### src/rtl/mole_hit_judge.sv
// -----------------------------------------------------------------------------
// mole_hit_judge
// Judges whack-a-mole hits. Each mole appearance opens a timed hit window. A
// key press on the mole's hole is a hit and any other outcome is a miss. The
// block keeps the score and the miss count, and ends the game after MAX_MISSES
// misses.
//
// Optional feature: define WRONG_KEY_PENALTY_EN to make a wrong-hole key press
// during an open window count as a miss. When it is undefined, such a press is
// ignored.
//
// Ports
//   clk          in   system clock, rising edge
//   key_esc      in   asynchronous active-high reset
//   mole_state   in   hole index from the mole state generator
//   mole_tick    in   1-cycle pulse: mole_state holds a new mole
//   key_valid    in   1-cycle pulse: player pressed a hole key
//   key_hole     in   hole index of the press
//   mole_pos     out  latched hole of the current mole
//   mole_visible out  window open (ARMED)
//   hit_pulse    out  1-cycle pulse on a judged hit
//   miss_pulse   out  1-cycle pulse on a judged miss
//   score        out  saturating hit count
//   misses       out  miss count
//   game_over    out  game ended (OVER)
// -----------------------------------------------------------------------------
module mole_hit_judge #(
    parameter int unsigned WINDOW_CYCLES = 50_000_000,
    parameter int unsigned MAX_MISSES    = 3,
    parameter int unsigned SCORE_W       = 8
) (
    input  logic               clk,
    input  logic               key_esc,
    input  logic [2:0]         mole_state,
    input  logic               mole_tick,
    input  logic               key_valid,
    input  logic [2:0]         key_hole,
    output logic [2:0]         mole_pos,
    output logic               mole_visible,
    output logic               hit_pulse,
    output logic               miss_pulse,
    output logic [SCORE_W-1:0] score,
    output logic [2:0]         misses,
    output logic               game_over
);

    localparam int unsigned TIMER_W = $clog2(WINDOW_CYCLES);
    localparam logic [TIMER_W-1:0] TIMER_RELOAD = TIMER_W'(WINDOW_CYCLES - 1);
    localparam logic [2:0] MAX_MISS_CNT = 3'(MAX_MISSES);

    typedef enum logic [2:0] {
        S_IDLE,
        S_ARMED,
        S_HIT,
        S_MISSED,
        S_OVER
    } state_e;

    state_e               state_q, state_d;
    logic [2:0]           mole_pos_q, mole_pos_d;
    logic [TIMER_W-1:0]   timer_q, timer_d;
    logic [SCORE_W-1:0]   score_q, score_d;
    logic [2:0]           misses_q, misses_d;
    logic                 hit_q, hit_d;
    logic                 miss_q, miss_d;
    logic                 visible_q, over_q;
    logic                 key_match;
    logic                 wrong_key;
    logic                 arm;

    // State and output registers
    always_ff @(posedge clk or posedge key_esc) begin
        if (key_esc) begin
            state_q    <= S_IDLE;
            mole_pos_q <= 3'd0;
            timer_q    <= '0;
            score_q    <= '0;
            misses_q   <= 3'd0;
            hit_q      <= 1'b0;
            miss_q     <= 1'b0;
            visible_q  <= 1'b0;
            over_q     <= 1'b0;
        end else begin
            state_q    <= state_d;
            mole_pos_q <= mole_pos_d;
            timer_q    <= timer_d;
            score_q    <= score_d;
            misses_q   <= misses_d;
            hit_q      <= hit_d;
            miss_q     <= miss_d;
            visible_q  <= (state_d == S_ARMED);
            over_q     <= (state_d == S_OVER);
        end
    end

    // Next-state, judging and counter updates
    always_comb begin
        state_d    = state_q;
        mole_pos_d = mole_pos_q;
        timer_d    = timer_q;
        score_d    = score_q;
        misses_d   = misses_q;
        hit_d      = 1'b0;
        miss_d     = 1'b0;
        arm        = 1'b0;

        key_match = key_valid && (key_hole == mole_pos_q);
`ifdef WRONG_KEY_PENALTY_EN
        wrong_key = key_valid && !key_match;
`else
        wrong_key = 1'b0;
`endif

        case (state_q)
            S_IDLE, S_HIT, S_MISSED: begin
                arm = mole_tick;
            end
            S_ARMED: begin
                if (key_match) begin
                    // A hit wins even on the expiry cycle; a tick re-arms after scoring
                    hit_d   = 1'b1;
                    state_d = S_HIT;
                    arm     = mole_tick;
                    if (score_q != '1) begin
                        score_d = score_q + SCORE_W'(1);
                    end
                end else if (wrong_key || (timer_q == '0) || mole_tick) begin
                    // A new mole arriving before a hit forfeits the old window
                    miss_d   = 1'b1;
                    misses_d = misses_q + 3'd1;
                    if (misses_d == MAX_MISS_CNT) begin
                        state_d = S_OVER;
                    end else begin
                        state_d = S_MISSED;
                        arm     = mole_tick;
                    end
                end else begin
                    timer_d = timer_q - TIMER_W'(1);
                end
            end
            S_OVER: begin
                state_d = S_OVER;
            end
            default: begin
                state_d = S_IDLE;
            end
        endcase

        if (arm) begin
            state_d    = S_ARMED;
            mole_pos_d = mole_state;
            timer_d    = TIMER_RELOAD;
        end
    end

    assign mole_pos     = mole_pos_q;
    assign mole_visible = visible_q;
    assign hit_pulse    = hit_q;
    assign miss_pulse   = miss_q;
    assign score        = score_q;
    assign misses       = misses_q;
    assign game_over    = over_q;

endmodule

### config.mk
export PLATFORM = sky130hd
export DESIGN_NAME = mole_hit_judge
export DESIGN_NICKNAME = d
export VERILOG_FILES = /design/src/rtl/mole_hit_judge.sv
export SDC_FILE = /design/constraint.sdc
export NUM_CORES = 1
export LEC_CHECK = 0
export BUFFER_PORTS_ARGS = -buffer_cell sky130_fd_sc_hd__clkbuf_2
export CAP_MARGIN = 10
export CORE_ASPECT_RATIO = 0.8
export CORE_UTILIZATION = 38
export DETAILED_ROUTE_END_ITERATION = 7
export PLACE_DENSITY = 0.58
export SLEW_MARGIN = 0
export SYNTH_ARGS = -nofsm -noshare
export SYNTH_HDL_FRONTEND = slang
export SYNTH_SLANG_ARGS = --single-unit
### constraint.sdc
create_clock -name clk -period 2.3 [get_ports clk]
set_input_delay 0.23 -clock clk [delete_from_list [all_inputs] [get_ports clk]]
set_output_delay 0.23 -clock clk [all_outputs]
set_load 0.05 [all_outputs]
== After elaboration in Yosys (flattened, before gate mapping) ==
Index checks and enable logic that the tools add are counted.
Operators by class
  $add $sub $neg: 3
  equal/unequal tests: 11
  mux-type cells: 18
  bitwise logic cells: 1
  reductions and logical operators: 9
Operators by type and width (count)
  26-bit 2-to-1 mux: 4
  26-bit logical NOT: 1
  26-bit by 1-bit subtractor with 26-bit output, second input constant: 1
  3-bit 2-to-1 mux: 4
  3-bit by 2-bit equality test with 1-bit output, second input constant: 3
  3-bit one-hot mux with 3 select lines: 1
  3-bit AND reduction: 3
  8-bit by 1-bit adder with 8-bit output, second input constant: 1
  1-bit 2-to-1 mux: 8
  8-bit != test, second input constant: 1
  3-bit by 1-bit equality test with 1-bit output, second input constant: 2
  3-bit equality test, second input constant: 2
  3-bit by 1-bit adder with 3-bit output, second input constant: 1
  3-bit equality test: 1
  3-bit logical NOT: 1
  3-bit OR reduction: 1
  2-bit by 1-bit != test with 1-bit output, second input constant: 1
  2-bit != test, second input constant: 1
  1-bit one-hot mux with 2 select lines: 1
  2-bit nonzero test: 1
  1-bit logical AND: 1
  1-bit logical OR: 1
  1-bit NOT: 1
Word-level totals
  register bits: 47
  output and inout bits: 18

== Longest topological paths before layout ==
Gate-level depths: netlist of the first run.
  word-level depth: 8
  depth in mapped cells: 8
  gate-level depth less buffers: 7

== Worst setup path after synthesis of the first run ==
No wires, ideal clock.
  path type: register to register
  start: register timer_q[0]
  end: register timer_q[25]
  library setup time: 132 ps
  arrival time: 2233 ps
  required time: 2168 ps
  slack: -64 ps
  cell stages (with the launch flop): 7
  buffers on the path: 1
  clock period less this slack: 2364 ps
  cells stage by stage: dfrtp_1 -> or4_1 -> buf_2 -> nor4_4 -> or4b_1 -> o21ai_1 -> or3b_1
Between the ends
  cells in the longest elaborated chain, start to end: 7
  elaborated cells between the ends (all ways): 14
  those cells by class: 1 x add/sub; 2 x eq/ne; 7 x mux; 4 x reduce/logical
Ends and longest elaborated chain
  start: declaration: line 61  | logic [TIMER_W-1:0] timer_q, timer_d;
  start signal: assignment: line 86  | timer_q <= timer_d;
  parallel branches: the longest is 7 deep, another holds 26-bit by 1-bit subtractor with 26-bit output
Parallel ways; which one is timed is not known. The select of a mux whose other input is x is not followed.
A chain may end at the register's enable or synchronous reset.

== Worst setup path in the final report of the first run ==
  start: register timer_q[3]
  end: register timer_q[6]
Same word-level chain as after synthesis.

==> results_dict.tcl, run 1 <==
set metrics [dict create \
    power.density_nw_per_um2 448 \
    route.detailed.drc 0 \
    areaGrowthSynthToFinish_pct 24.2 \
    grt_max_degree 34 \
    irDropWorstVdd_mv 0.196 \
    switchingPower_mw 0.298 \
    yosys_warnings 0 \
    crit_fanout 5 \
    drt-initial-drc-count 90 \
    met2_wirelength_um 2220 \
    setup_viol 0 \
    path_clk_slew_ns 0.09 \
    p_leak_nw 1.46 \
    synth_edf_count 0 \
    synth.distinct_cells 51 \
    layout_commonest_cell "dfrtp_1" \
    synth_top_area_share_pct 48.4 \
    cp_slowest_cell "or4_1" \
    grt_pass1_vias 1803 \
    reg2reg_setup_slack_ns 0.08 \
    fin_hold_ws_ns 0.122 \
    period_share_pct 96.4 \
    dp_hpwl_um 3890 \
    firstDrtPassIters 4 \
    finalNetCount 307 \
    met1_length_um 2780 \
    internal_power_mw 1.05 \
    cts.path.max_buffers 2 \
    cts_buffers 5 \
    worst_setup_path_start_kind "flop" \
    dieArea_um2 6720 \
    ys.flop_type "dfrtp_1" \
    placed_area_um2 2870 \
    crit_buf_inv 1 \
    viasPerCell 5.37 \
    dr_wl_met3_um 213 \
    finClkSkew_ns 0.00987 \
    syn_avg_cell_area_um2 10.4 \
    min_period_ns 2.22 \
    end_kind "flop" \
    vias 2014 \
    critPathRequiredTime_ns 2.49 \
    sequentialPowerShare_pct 61.2 \
    grt_antenna_before_repair 0 \
    gp_congestion 0.749 \
    htreeDepth 2 \
    rows 25 \
    die_width_um 91.4 \
    coreArea_um2 6040 \
    critPathTopFamily "simple AND/OR/NAND/NOR gates" \
    mappedNetlistArea_um2 2430 \
    synth.net_count 247 \
    drive_above_1_share_pct 28.6 \
    grt_pass1_wl_um 8850 \
    overflow 0 \
    clkSinkCount 47 \
    yosys-top-cells-area "dfrtp_1 (48%), xnor2_1 (4.7%), nand2_1 (3.6%)" \
    finalHoldViolations 0 \
    post-route-cell-area_um2 3020 \
    async_flop_share_pct 100 \
    fmax_mhz 451 \
    drv_cap 0 \
    worstMarginPinSlew_ns 0.470 \
    ys_ff_latch 47 \
    synth_cells 233 \
    p_total_mw 1.35 \
    cp_slowest_stage_delay_ns 0.58 \
    die_h_um 73.5 \
    pwr-share-comb_pct 3.0 \
    drv_slew 0 \
    netlist.top_cell.by_area "dfrtp_1" \
    rsz0062_at_grt "yes" \
    cts_root_buf "clkbuf_8" \
    ys_seq_area_share_pct 48.4 \
    timing.slew.headroom_pct 68.5 \
    min_path_type "input port to flop" \
    insertion_delay_ns 0.30 \
    wire_per_inst_um 14.1 \
    status "finished clean" \
    antenna_left 0 \
    antenna_cells 0 \
    drt_wl_total_um 5270 \
    grt_usage_pct 16.8 \
    cp.arrival_ns 2.40 \
    p_clk_share_pct 35.8 \
    swShare_pct 22.1 \
    layout_common_cells "dfrtp_1 (45), buf_4 (32), clkbuf_2 (27), nand2_1 (23), xnor2_1 (13)" \
    fillers 570 \
    io_buffers 27 \
    start_util_pct 40.2 \
    cp_cell_sequence "or4_1 > nand4b_1 > buf_4 > o211ai_1 > nor3_1 > or3b_2" \
    io_pins 28 \
    routed.top_layer "met4" \
    path_class "flop to flop" \
    cts_tree "done" \
]
-- power groups by stage --
stage | clock [mW] | sequential, mW | combinational, mW
floorplan | 0 | 0.842 | 0.0201
global placement | 0 | 0.842 | 0.0388
detailed placement | 0 | 0.842 | 0.0393
CTS | 0.505 | 0.825 | 0.0419
global route | 0.540 | 0.826 | 0.0469
finish | 0.484 | 0.825 | 0.0408
-- state kept, by name, indices dropped and copies added (netlist names) --
name	flops
mole_visible	1
timer_q	26
misses	3
state_q	3
score	8
hit_pulse	1
miss_pulse	1
mole_pos	3
game_over	1
-- Yosys cell counts, types with 3 or more instances --
cell type and number:
or3_1 4, xor2_1 9, o41ai_1 4, o211ai_1 7, and3_1 3, nand2_1 23
nor2_1 10, ha_1 4, mux2i_1 3, nand3_1 7, o31ai_1 3, o311ai_0 5
nor4_1 8, or4_1 4, xnor2_1 13, nand4b_1 3, o21ai_0 9, dfrtp_1 47
clkbuf_1 4, inv_1 8, nand4_1 7, nor3_1 7, nor3b_1 3
-- per-layer routing --
metal / GRT usage (%) / vias up
li1: - / 1004
met1: 25.9 / 964
met2: 23.1 / 39
met3: 3.83 / 7
met4: 5.29 / 0
met5: 0 / -
-- path summary, 6_finish.rpt --
| kind | endpoint | cells past startpoint | from |
|---|---|---|---|
| min in group asynchronous | timer_q[16] | 3 | key_esc |
| worst max-delay path | timer_q[6] | 6 | timer_q[3] |
| max in group asynchronous | mole_pos[1] | 4 | key_esc |
| worst min register to register | score[7] | 1 | score[7] |
| worst max register to register | timer_q[6] | 6 | timer_q[3] |
| worst min-delay path | mole_pos[0] | 3 | mole_state[0] |
-- repair_timing --
| item | 4_1_cts | 5_1_grt |
|---|---|---|
| gates resized for setup | 1 | 8 |
| hold buffers | 1 | 0 |
| endpoints found under the hold margin | 14 | 0 |
| buffers inserted | 0 | 2 |
| pin swaps | 0 | 1 |
| gates cloned | 0 | 0 |
| setup endpoints to repair | 1 | 13 |
-- area by class of cell --
| cell class | instances | area (um^2) | area share [%] |
|---|---|---|---|
| Clock buffer | 7 | 76.3 | 2.53 |
| Clock inverter | 1 | 5.00 | 0.166 |
| Inverter | 8 | 30.0 | 0.996 |
| Multi-Input combinational cell | 171 | 1240 | 41.1 |
| Sequential cell | 47 | 1180 | 39.1 |
| Tap cell | 81 | 101 | 3.36 |
| Timing Repair Buffer | 60 | 385 | 12.8 |
-- worst register-to-register path: cells and delay by family (launching register included) --
family / cells / cell delay [ns]
and+or+nand+nor: 4 / 1.31
buffers and inverters: 1 / 0.18
DFF: 1 / 0.41
AOI/OAI and AO/OA: 1 / 0.21
-- cells by family after synthesis --
group	after synthesis	share of synthesized area [%]
AND/OR/NAND/NOR	97	23.6
flip-flops	47	48.4
AO/OA/AOI/OAI	44	13.7
XOR/XNOR	22	7.93
buffers and inverters	15	2.58
multiplexers	4	1.70
adder cells (fa/ha/maj)	4	2.06
-- per-stage QoR --
step	utilization [%]	setup WS (ns)	instances	setup TNS [ns]
global route	49.9	-0.0427	375	-0.0427
floorplan	-	-0.0642	233	-0.0642
CTS	49.2	0.0264	373	0
finish	49.9	0.0833	375	0
detailed placement	47.5	-0.0219	364	-0.0353
global placement	47.5	0.0482	364	0
Power figures use the tool's default switching activity.
==> run 2: changes to the inputs <==
--- a/config.mk
+++ b/config.mk
@@ -9,6 +9,5 @@
 export CAP_MARGIN = 10
-export CORE_ASPECT_RATIO = 0.8
 export CORE_UTILIZATION = 38
 export DETAILED_ROUTE_END_ITERATION = 7
-export PLACE_DENSITY = 0.58
+export PLACE_DENSITY = 0.56
 export SLEW_MARGIN = 0
==> constraint.sdc (replaced) <==
create_clock -name clk -period 2.7 [get_ports clk]
set_input_delay 0.54 -clock clk [delete_from_list [all_inputs] [get_ports clk]]
set_output_delay 0.54 -clock clk [all_outputs]
set_load 0.05 [all_outputs]
==> results_dict.tcl, run 2 (synthesis gave the netlist of run 1 again) <==
set metrics [dict create \
    wire_per_inst_um 14.7 \
    finalHoldViolations 0 \
    setup_ws_ns 0.202 \
    htreeDepth 2 \
    insertion_delay_ns 0.30 \
    viasPerCell 5.47 \
    cp_slowest_cell "or3b_2" \
    gp_congestion 0.768 \
    crit_buf_inv 2 \
    worst_setup_path_start_kind "flop" \
    drt_wl_total_um 5190 \
    setup_viol 0 \
    min_path_type "input port to async pin" \
    cp_slowest_stage_delay_ns 0.43 \
    period_share_pct 92.5 \
    top_register "timer_q" \
    reg2reg_setup_slack_ns 0.20 \
    cp_cell_sequence "inv_1 > ha_1 > nor3b_1 > nand4b_1 > o211ai_1 > buf_4 > nor3_1 > or3b_2" \
    die_h_um 81.9 \
    timing.slew.headroom_pct 58.1 \
    regToRegStartpoint "timer_q[0]" \
    dieArea_um2 6710 \
    p_leak_nw 1.38 \
    post-cts-setup-buffers 0 \
    p_total_mw 1.21 \
    rows 28 \
    coreArea_um2 6030 \
    cts_resized 0 \
    overflow 0 \
    place_ws_ns 0.136 \
    grt_pass1_vias 1899 \
    start_util_pct 40.3 \
    antenna_cells 0 \
    drive_above_1_share_pct 22.6 \
    largest_reg_flops 26 \
    finClkSkew_ns 0.00751 \
    cts.path.max_buffers 2 \
    drv_cap 0 \
    io_pins 28 \
    grt_antenna_before_repair 0 \
    areaGrowthSynthToFinish_pct 18.2 \
    multi_input_area_um2 1200 \
    seqCellArea_um2 1180 \
    firstDrtPassIters 4 \
    cp.arrival_ns 2.68 \
    ctsHoldBuffers 0 \
    antenna_left 0 \
    dp_hpwl_um 3730 \
    min_period_ns 2.50 \
    critPathTopFamily "simple AND/OR/NAND/NOR gates" \
    finalNetCount 292 \
    tns_ns 0 \
    layout_commonest_cell "dfrtp_1" \
    power.density_nw_per_um2 421 \
    grt_max_degree 30 \
    drt-initial-drc-count 104 \
    worstRegToRegCells 8 \
    path_clk_slew_ns 0.09 \
    path_class "flop to flop" \
    grt_usage_pct 17.6 \
    fmax_mhz 400 \
    route.detailed.drc 0 \
    drv_slew 0 \
    crit_fanout 6 \
    critPathRequiredTime_ns 2.88 \
    clkSinkCount 47 \
    worstMarginPinSlew_ns 0.628 \
    cts_root_buf "clkbuf_8" \
    irDropWorstVdd_mv 0.185 \
    fillers 588 \
    rsz0062_at_grt "no" \
    utilization_pct 47.7 \
    die_width_um 81.9 \
    grt_pass1_wl_um 9050 \
    end_kind "flop" \
    cts_buffers 5 \
    vias 1936 \
    status "finished clean" \
    cts_tree "done" \
    io_buffers 27 \
    r2r_end "timer_q[6]" \
    layout_common_cells "dfrtp_1 (47), clkbuf_2 (27), nand2_1 (23), buf_4 (18), xnor2_1 (13)" \
]
run 2: how the worst max path moves through the flow:
stage,slack (ns),endpoint,start,depth (start not counted)
after floorplan,0.30,timer_q[25],mole_tick,5
after global placement,0.17,timer_q[25],mole_tick,6
after detailed placement,0.14,timer_q[25],mole_tick,6
after CTS,0.13,timer_q[6],timer_q[0],8
after global routing,0.02,timer_q[24],timer_q[0],8
final,0.20,timer_q[6],timer_q[0],8
run 2: worst reg2reg max path, cell delays in order, from the launching register on:
cell      delay (ns)
dfrtp_1         0.42
inv_1           0.12
ha_1            0.22
nor3b_1         0.37
nand4b_1        0.32
o211ai_1        0.30
buf_4           0.16
nor3_1          0.04
or3b_2          0.43
run 2: power by group:
part / total, mW / switching [mW] / internal, mW / leakage (nW)
Sequential: 0.703 / 0 / 0.703 / 0.636
Combinational: 0.0321 / 0.0226 / 0.00949 / 0.695
Clock: 0.473 / 0.240 / 0.233 / 0.0505
Total: 1.21 / 0.263 / 0.946 / 1.38
run 2: routing by layer:
layer	track usage (%)	up-vias	wire length [um]
met1	24.0	928	2600
met3	3.67	6	137
li1	-	975	-
met2	28.1	27	2400
met5	0	-	0
met4	4.74	0	53
run 2: per-stage QoR:
stage	instance area (um^2)	cells	hold WS, ns
finish	2870	354	0.283
global route	2870	354	0.349
CTS	2860	352	0.322
detailed placement	2750	344	0.484
global placement	2750	344	0.475
floorplan	2430	233	0.450
run 2: layout make-up:
type                       count  share of cell area (%)
multi-input combinational    171                    41.7
sequential                    47                    41.0
timing repair buffer          45                    9.41
clock buffer                   7                    3.36
tap                           75                    3.27
inverter                       8                    1.05
clock inverter                 1                   0.261
==> run 3: changes to the inputs <==
ABC_AREA = 1   (was not set)
PLACE_DENSITY = 0.55   (was 0.56)
==> results_dict.tcl, run 3 <==
set metrics [dict create \
    status "finished clean" \
    rsz0062_at_grt "no" \
    placed_area_um2 3220 \
    synth.net_count 448 \
    insertion_delay_ns 0.30 \
    critPathRequiredTime_ns 2.89 \
    mappedNetlistArea_um2 2980 \
    cts_buffers 5 \
    cts.path.max_buffers 2 \
    io_buffers 27 \
    grt_max_degree 26 \
    synth.most_common_cell "nand2_1" \
    cts_resized 0 \
    fillers 798 \
    worst_setup_path_start_kind "flop" \
    post-route-cell-area_um2 3300 \
    end_kind "flop" \
    grt_usage_pct 17.8 \
    seqCellArea_um2 1180 \
    drv_cap 0 \
    top_register "timer_q" \
    wire_per_inst_um 11.6 \
    tns_ns 0 \
    firstDrtPassIters 4 \
    largest_reg_flops 26 \
    drive_above_1_share_pct 12.0 \
    cp.arrival_ns 2.28 \
    irDropWorstVdd_mv 0.457 \
    synth_edf_count 0 \
    die_h_um 90.6 \
    cp_cell_sequence "inv_1 > ha_1 > nand2_2 > inv_2 > nand2_1 > nor2_1 > nand2_2 > nand2_4 > o21ai_4 > nand2_4 > nand2_1 > nand2_1" \
    regToRegStartpoint "timer_q[0]" \
    io_pins 28 \
    overflow 0 \
    grt_antenna_before_repair 0 \
    gp_congestion 0.876 \
    areaGrowthSynthToFinish_pct 10.8 \
    ys_seq_area_share_pct 39.4 \
    grt_pass1_wl_um 11900 \
    layout_common_cells "nand2_1 (144), inv_1 (64), nor2_1 (61), dfrtp_1 (47), nand3_1 (41)" \
    path_class "flop to flop" \
    route.detailed.drc 0 \
    grt_pass1_vias 2544 \
    min_path_type "input port to async pin" \
    start_util_pct 40.3 \
    setup_viol 0 \
    vias 2664 \
    power.density_nw_per_um2 845 \
    coreArea_um2 7410 \
    synth.distinct_cells 28 \
    path_clk_slew_ns 0.09 \
    dieArea_um2 8210 \
    rows 31 \
    drt-initial-drc-count 83 \
    finClkSkew_ns 0.00891 \
    finalNetCount 478 \
    antenna_left 0 \
    finalHoldViolations 0 \
    cts_tree "done" \
    cp_slowest_stage_delay_ns 0.40 \
    htreeDepth 2 \
    worstRegToRegCells 12 \
    netlist.top_cell.by_area "dfrtp_1" \
    timing.slew.headroom_pct 63.8 \
    cts_root_buf "clkbuf_8" \
    async_flop_share_pct 100 \
    drv_slew 0 \
    ys.flop_type "dfrtp_1" \
    yosys_warnings 0 \
    synth_top_area_share_pct 39.4 \
    drt_wl_total_um 6560 \
    dp_hpwl_um 5140 \
    fmax_mhz 479 \
    antenna_cells 0 \
    die_width_um 90.6 \
    crit_fanout 14 \
    p_leak_nw 1.76 \
    post-cts-setup-buffers 0 \
    synth_cells 434 \
    crit_top_cell "nand2_1" \
    layout_commonest_cell "nand2_1" \
    yosys-top-cells-area "dfrtp_1 (39%), nand2_1 (18%), inv_1 (8.2%)" \
    cp_slowest_cell "dfrtp_1" \
    ctsHoldBuffers 0 \
    worstMarginPinSlew_ns 0.543 \
    multi_input_area_um2 1500 \
    ys_ff_latch 47 \
    ys_top_cells_by_count "nand2_1 (144), inv_1 (65), nor2_1 (61), dfrtp_1 (47), nand3_1 (41)" \
    period_share_pct 77.3 \
    viasPerCell 4.72 \
    clkSinkCount 47 \
    min_period_ns 2.09 \
    timing.critical_path.from "timer_q[0]" \
    syn_avg_cell_area_um2 6.87 \
]
==> run 3: changes by cell type in the layout (fill, tap and decap cells not counted), moves of 8 or more <==
cell,change
nor2_1,+51
nor4_1,-8
xnor2_1,-8
nand3_1,+34
inv_1,+57
buf_4,-17
nand2_1,+121
==> run 3: critical path, delay by kind of cell, from the launching register on <==
family	cells	cell delay (ns)
AO/OA/AOI/OAI	1	0.35
adder cells (fa/ha/maj)	1	0.29
AND/OR/NAND/NOR	8	0.79
buffers and inverters	2	0.15
flip-flops	1	0.40
==> run 3: layout make-up <==
class                      instances  share of cell area, %
clock buffer                       6                   2.20
clock inverter                     2                  0.492
inverter                          68                   7.72
multi-input combinational        313                   45.3
sequential                        47                   35.6
tap                               99                   3.75
timing repair buffer              29                   4.92
==> run 3: logic make-up (layout without fill, tap and decap cells) <==
kind of cell / count (synthesis) / in the layout / synth area share [%]
AO/OA/AOI/OAI: 19 / 19 / 3.94
AND/OR/NAND/NOR: 279 / 279 / 41.4
XOR/XNOR: 11 / 11 / 3.23
adder cells (fa/ha/maj): 4 / 4 / 1.68
flip-flops: 47 / 47 / 39.4
buffers and inverters: 74 / 105 / 10.4
==> run 3: metal layers <==
| layer | track usage, % | wire length [um] | share of wire, % | vias up |
|---|---|---|---|---|
| li1 | - | - | - | 1403 |
| met1 | 23.7 | 3250 | 50 | 1228 |
| met2 | 30.1 | 3090 | 47 | 28 |
| met3 | 3.03 | 157 | 2.4 | 5 |
| met4 | 3.76 | 56 | 0.85 | 0 |
| met5 | 0 | 0 | 0 | - |
==> run 3: worst paths after layout <==
kind                                    end  slack [ns]
worst max-delay path             timer_q[4]        0.61
worst min register to register     score[2]        0.52
worst min-delay path              hit_pulse        0.25
worst max register to register   timer_q[4]        0.61
min in group clk                mole_pos[1]        0.44
max in group asynchronous       timer_q[11]        1.94
==> run 3: where the power goes <==
part	total [mW]	switching (mW)	leakage (nW)	internal [mW]
logic	1.24	0.881	1.15	0.359
registers	1.11	0.225	0.566	0.890
clock network	0.436	0.250	0.0418	0.186
==> run 3: through the flow <==
stage	utilization, %	setup WS, ns	hold WS [ns]	power [mW]	instances
after floorplan	-	0.711	0.479	2.11	434
after global placement	43.4	0.625	0.508	2.37	556
after detailed placement	43.4	0.593	0.506	2.38	556
after CTS	44.6	0.577	0.266	2.83	564
after global routing	44.6	0.375	0.291	3.04	564
final	44.6	0.613	0.249	2.79	564
